<file path="src/rtl/uart_baud_gen.sv">
// UART baud tick generator: integer+fractional divisor, oversample/bit/mid strobes.
// Optional BAUD_CLK_OUT_EN adds a registered bit-rate square wave on baud_clk.
module uart_baud_gen #(
    parameter int OVERSAMPLE   = 16,
    parameter int DIV_W        = 16,
    parameter int FRAC_W       = 4,
    parameter int RST_DIV_INT  = 325,
    parameter int RST_DIV_FRAC = 8
) (
    input  logic              clk,
    input  logic              rst_n,
    input  logic              en,
    input  logic              resync,
    input  logic [DIV_W-1:0]  div_int,
    input  logic [FRAC_W-1:0] div_frac,
    input  logic              div_load,
    output logic              div_pending,
    output logic              os_tick,
    output logic              bit_tick,
    output logic              mid_tick
`ifdef BAUD_CLK_OUT_EN
    ,
    output logic              baud_clk
`endif
);

    localparam int OS_W = $clog2(OVERSAMPLE);
    localparam logic [OS_W-1:0] OS_LAST = OS_W'(OVERSAMPLE - 1);
    localparam logic [OS_W-1:0] OS_MID  = OS_W'(OVERSAMPLE / 2 - 1);
    localparam logic [DIV_W-1:0] RST_INT = DIV_W'(RST_DIV_INT);
    localparam logic [FRAC_W-1:0] RST_FRAC = FRAC_W'(RST_DIV_FRAC);

    function automatic logic [DIV_W-1:0] clamp_div(input logic [DIV_W-1:0] d);
        return (d < DIV_W'(2)) ? DIV_W'(2) : d;
    endfunction

    logic [DIV_W-1:0]  cnt;
    logic [FRAC_W-1:0] acc;
    logic              cry;
    logic [OS_W-1:0]   os_cnt;
    logic [DIV_W-1:0]  act_int;
    logic [FRAC_W-1:0] act_frac;
    logic [DIV_W-1:0]  sh_int;
    logic [FRAC_W-1:0] sh_frac;

    logic [DIV_W:0]    per_last;
    logic [FRAC_W:0]   frac_sum;
    logic              wrap;
    logic              apply;

    // Last count of the current period: active divisor stretched by the carry.
    assign per_last = {1'b0, act_int} + (DIV_W+1)'(cry) - (DIV_W+1)'(1);
    assign frac_sum = {1'b0, acc} + {1'b0, act_frac};
    assign wrap     = en && !resync && ({1'b0, cnt} == per_last);
    assign apply    = div_pending && (wrap || !en || resync);

    always_ff @(posedge clk) begin
        if (!rst_n) begin
            cnt         <= '0;
            acc         <= '0;
            cry         <= 1'b0;
            os_cnt      <= '0;
            act_int     <= clamp_div(RST_INT);
            act_frac    <= RST_FRAC;
            sh_int      <= RST_INT;
            sh_frac     <= RST_FRAC;
            div_pending <= 1'b0;
            os_tick     <= 1'b0;
            bit_tick    <= 1'b0;
            mid_tick    <= 1'b0;
        end else begin
            os_tick  <= wrap;
            bit_tick <= wrap && (os_cnt == OS_LAST);
            mid_tick <= wrap && (os_cnt == OS_MID);
            if (resync) begin
                cnt    <= '0;
                acc    <= '0;
                cry    <= 1'b0;
                os_cnt <= '0;
            end else if (en) begin
                if (wrap) begin
                    cnt        <= '0;
                    {cry, acc} <= frac_sum;
                    os_cnt     <= (os_cnt == OS_LAST) ? '0 : os_cnt + 1'b1;
                end else begin
                    cnt <= cnt + 1'b1;
                end
            end
            if (apply) begin
                act_int  <= clamp_div(sh_int);
                act_frac <= sh_frac;
            end
            // A fresh load always re-arms the shadow, even on an apply edge.
            if (div_load) begin
                sh_int      <= div_int;
                sh_frac     <= div_frac;
                div_pending <= 1'b1;
            end else if (apply) begin
                div_pending <= 1'b0;
            end
        end
    end

`ifdef BAUD_CLK_OUT_EN
    always_ff @(posedge clk) begin
        if (!rst_n) begin
            baud_clk <= 1'b0;
        end else if (resync) begin
            baud_clk <= 1'b0;
        end else if (wrap && (os_cnt == OS_MID)) begin
            baud_clk <= 1'b1;
        end else if (wrap && (os_cnt == OS_LAST)) begin
            baud_clk <= 1'b0;
        end
    end
`endif

endmodule
</file>
<file path="config.mk">
export PLATFORM = sky130hd
export DESIGN_NAME = uart_baud_gen
export DESIGN_NICKNAME = d
export VERILOG_FILES = /design/src/rtl/uart_baud_gen.sv
export SDC_FILE = /design/constraint.sdc
export NUM_CORES = 1
export LEC_CHECK = 0
export CAP_MARGIN = 10
export CORE_AREA = 2 2 131 95
export CTS_BUF_LIST = sky130_fd_sc_hd__clkbuf_4
export DETAILED_ROUTE_END_ITERATION = 6
export DIE_AREA = 0 0 133 97
export GPL_TIMING_DRIVEN = 0
export PLACE_DENSITY_LB_ADDON = 0.08
export SLEW_MARGIN = 40
export SYNTH_ARGS = -nofsm -noshare
export SYNTH_HDL_FRONTEND = slang
export SYNTH_SLANG_ARGS = --single-unit
</file>
<file path="constraint.sdc">
create_clock -name clk -period 3.9 [get_ports clk]
set_input_delay 0.975 -clock clk [delete_from_list [all_inputs] [get_ports clk]]
set_output_delay 0.975 -clock clk [all_outputs]
set_load 0.05 [all_outputs]
</file>
# Yosys cells after proc, flatten, opt, wreduce, memory -nomap -nowiden
# Index checks and enable logic that the tools add are counted.
# W data, S select, Z words.
op_classes:
  order_cmp: 1
  muxes: 5
  n_addsub: 5
  n_eq_ne: 3
  reduce_logical: 12
  bitwise: 1
ops:
  columns: ["operator", "count"]
  rows:
  - ["$mux W16", 2]
  - ["$add A16 B1 Y17", 1]
  - ["$eq A16 B17 Y1", 1]
  - ["$sub A17 B1 Y17 const B", 1]
  - ["$add A16 B1 Y16 const B", 1]
  - ["$lt A16 B2 Y1 const B", 1]
  - ["$add A4 B4 Y5", 1]
  - ["$logic_and A1 B1 Y1", 5]
  - ["$add A4 B1 Y4 const B", 1]
  - ["$eq A4 B3 Y1 const B", 1]
  - ["$eq A4 B4 Y1 const B", 1]
  - ["$mux W4", 1]
  - ["$logic_not A1 Y1", 2]
  - ["$logic_or A1 B1 Y1", 2]
  - ["$mux W1", 2]
  - ["$reduce_and A2 Y1", 1]
  - ["$reduce_bool A2 Y1", 1]
  - ["$reduce_or A2 Y1", 1]
  - ["$not A1 Y1", 1]
totals:
  reg_bits: 69

# Longest topological paths before layout
depth:
  word_depth: 9
  mapped_depth: 12
  depth_no_buf: 10

# Worst setup path before layout
# Ideal clock, no wire load.
synth_timing:
  path_kind: "input -> register"
  startpoint: "in en"
  endpoint: "reg act_int[0]"
  arrival_ns: 2.729
  setup_slack_ns: 1.033
  required_ns: 3.762
  cell_stages: 7
  n_path_buf: 1
  path_cell_list: "nor2b_1 -> and3_1 -> nand3_1 -> a2111o_1 -> o41ai_4 -> buf_6 -> o221ai_2"
synth_via:
  elab_chain_len: 5
  elab_cells_between_ends: 6
  cone_classes: "6 x reduce/logical"
synth_rtl:
  columns: ["element", "line_no", "source"]
  rows:
  - ["start, declared", "12", "input logic en,"]
  - ["$logic_and A1 B1 Y1 (2 in series)", "54", "assign wrap = en && !resync && ({1'b0, cnt} == per_last);"]
  - ["$logic_or A1 B1 Y1 (*) (2 in series)", "55", "assign apply = div_pending && (wrap || !en || resync);"]
  - ["$logic_and A1 B1 Y1 (*)", "55", null]
  - ["end signal, assigned", "63", "act_int <= clamp_div(RST_INT);"]
  - ["end signal, assigned", "90", "act_int <= clamp_div(sh_int);"]
  - ["end, declared", "41", "logic [DIV_W-1:0] act_int;"]
# Mark *: on every way between the ends. The rest lies on a longest branch, timed or not.
# A chain may end at the register's enable or synchronous reset.

# Final worst setup path
layout_timing:
  startpoint: "in en"
  endpoint: "reg cnt[14]"
layout_via:
  elab_chain_len: 3
layout_rtl:
  columns: ["element", "line_no", "source"]
  rows:
  - ["$logic_and A1 B1 Y1 (2 in series)", "54", null]
  - ["$mux W16", "81", "if (wrap) begin"]
  - ["end signal, assigned", "86", "cnt <= cnt + 1'b1;"]
  - ["end, declared", "37", "logic [DIV_W-1:0] cnt;"]
# Several ways; a longest one is shown, not always the timed one.

==> flow_summary.ini <==
[sta]
rsz0062_at_grt = false
setup_violations = 0
maxSlewViolCount = 0
worstMarginPinSlew_ns = 0.718
hold_viol = 0
fin_crit_sh = 0.897
fmax_mhz = 286
skew_ns = 0.0152
slew_headroom = 0.514
hold_slack_ns = 0.458
min_period_ns = 3.50

[pwr]
p_per_area_nw_per_um2 = 308
p_leak_nw = 1.54
finalPower_mw = 1.30
irDropWorstVdd_uv = 138

[floorplanning]
dieWidth_um = 133
dieArea_um2 = 12900
die_y_um = 97
start_util = 0.316
std_cell_rows = 33
io_pins = 29
core_um2 = 11500

[routing]
avgRoutedWirePerCell_um = 14.8
viasPerCell = 4.87
ant_nets = 0
first_iter_violations = 152
num_vias = 2887
drt_first_pass_iters = 4
drt_wl_total_mm = 8.78
drc = 0

[critical_path]
crit_chain = clkdlybuf4s50_1 > nor2b_1 > and3_1 > nand3_1 > a2111o_1 > nor4_4 > or2_0 > buf_2 > buf_2 > nor2_1
crit_path_end_kind = flop
arrival_ns = 3.80
required_ns = 4.20
cpPeakStageDelay_ns = 0.63
critPathKind = input port to flop
cp_slowest_cell = clkdlybuf4s50_1
crit_top_cell = buf_2
cp_max_fo = 10
ff2ff_path_depth = 12
start_kind = input port

[synthesis]
synth.distinct_cells = 59
synthArstFlopShare = 0
ys_ff_latch = 69
synth_cells = 392
synth_top_area_frac = 0.380
synth_area_um2 = 3640
avgSynthCellArea_um2 = 9.28
yosysWarnings = 0
synth-seq-area-share = 0.380
synth-edff-count = 0
ys_top_cells_by_area = dfxtp_1 38%, mux2i_1 7.7%, xor2_1 4.6%
syn_nets = 426
netlist.top_cell.by_area = dfxtp_1
ys_dominant_reg_cell = dfxtp_1

[placement]
io_buffers = 27
gp_congestion = 0.811
dp_hpwl_mm = 6.68
placed_area_um2 = 4110

[cts]
path_clk_slew_ns = 0.12
cts_resized = 0
cts-hold-fix-buffers = 0
cts_tree = yes
clockRootBuffer = clkbuf_4
post_cts_buffers = 0
htree_levels = 3
clkSinkCount = 69
clk_latency_ns = 0.41
cts_buffers = 9
ctsLongestPathBuffers = 2

[final_layout]
fin_area_um2 = 4220
mostFrequentLayoutCells = 69 x dfxtp_1, 33 x nor2_1, 30 x nand2_1
layout.nets = 465
drive_gt1_frac = 0.144
layout_commonest_cell = dfxtp_1
diodes = 0
nFillCells = 1199
area_delta_synth_final_pct = 16.1

[grt]
antenna_found_initial = 0
overflow = 0
grt_pass1_wl_mm = 15.0
grt_max_degree = 12
grt_pass1_vias = 2862
grt_use_total = 0.147

[run_status]
outcome = complete, no violations

[worst_hold_path]
min_path_type = flop to flop
min_path_cells = 1

[run]
maxCapViolations = 0
-- layer usage --
metal,share of wire,track usage
met1,0.56,0.222
met2,0.39,0.202
met3,0.046,0.0383
met4,0.0067,0.0430
met5,0,0
-- final cells by class --
class / count / area [um2] / share of cell area
multi-input combinational: 292 / 2100 / 0.498
sequential: 69 / 1380 / 0.327
timing repair buffer: 28 / 278 / 0.0658
tap: 157 / 196 / 0.0465
buffer: 21 / 115 / 0.0273
clock buffer: 11 / 82.6 / 0.0196
inverter: 10 / 37.5 / 0.00889
clock inverter: 5 / 27.5 / 0.00652
-- cells in the mapped netlist (2+ instances only) --
cell,count
nand3_2,13
ha_1,8
nand4_1,12
dfxtp_1,69
nand2b_1,6
xor2_1,19
and3_1,9
nor4_1,4
a21oi_1,7
or3_1,2
o21ai_0,3
nor4_2,2
and2_1,3
nor2b_1,19
or3b_2,2
buf_2,5
a21o_1,3
nand3_1,14
buf_4,2
nor2_1,33
o211ai_1,2
nand2_1,30
nor3_1,7
and4_1,3
inv_1,10
clkbuf_1,11
o21a_1,2
a211oi_1,3
buf_6,3
nor3b_1,5
mux2i_1,28
o21ai_2,13
xnor2_1,14
-- sequential cells by signal, summed over array words and instances, names as in the netlist --
register and count:
act_int 16, cnt 16, act_frac 4, sh_int 16, acc 4, os_cnt 4
os_tick 1, bit_tick 1, cry 1, mid_tick 1, sh_frac 4, div_pending 1
-- worst paths after layout --
check                                start  endpoint  slack (ns)
worst max-delay path                    en   cnt[14]        0.40
worst min-delay path             os_cnt[3]  mid_tick        0.46
worst max register to register  act_int[0]   cnt[14]        0.50
worst min register to register   os_cnt[3]  mid_tick        0.46
-- per-stage QoR --
step / util / setup slack [ns] / setup TNS (ns) / cells
after global placement: 0.356 / -0.0480 / -0.383 / 576
after global routing: 0.367 / 0.208 / 0 / 593
after floorplan: - / 1.03 / 0 / 392
after detailed placement: 0.356 / -0.0571 / -0.338 / 576
after CTS: 0.366 / 0.390 / 0 / 592
final: 0.367 / 0.401 / 0 / 593
-- power by group --
group          switching, mW  internal [mW]  total [mW]  leakage, nW
logic                 0.0798         0.0727       0.153        0.919
registers             0.0229          0.725       0.748        0.562
clock network          0.260          0.140       0.400       0.0579
-- worst max-delay path, delay by kind of cell --
family	cells	cell delay (ns)
buffers and inverters	3	1.04
AOI/OAI and AO/OA	1	0.49
and+or+nand+nor	6	1.29
-- cells by family after synthesis --
group / count (synthesis) / synth area share
xor gates and xnor gates: 33 / 0.0794
AOI/OAI and AO/OA: 49 / 0.111
and+or+nand+nor: 173 / 0.278
buffers and inverters: 31 / 0.0420
muxes: 28 / 0.0770
DFF: 69 / 0.380
adders and majority gates: 9 / 0.0330
Note: power is estimated with default switching activity, not from simulation.
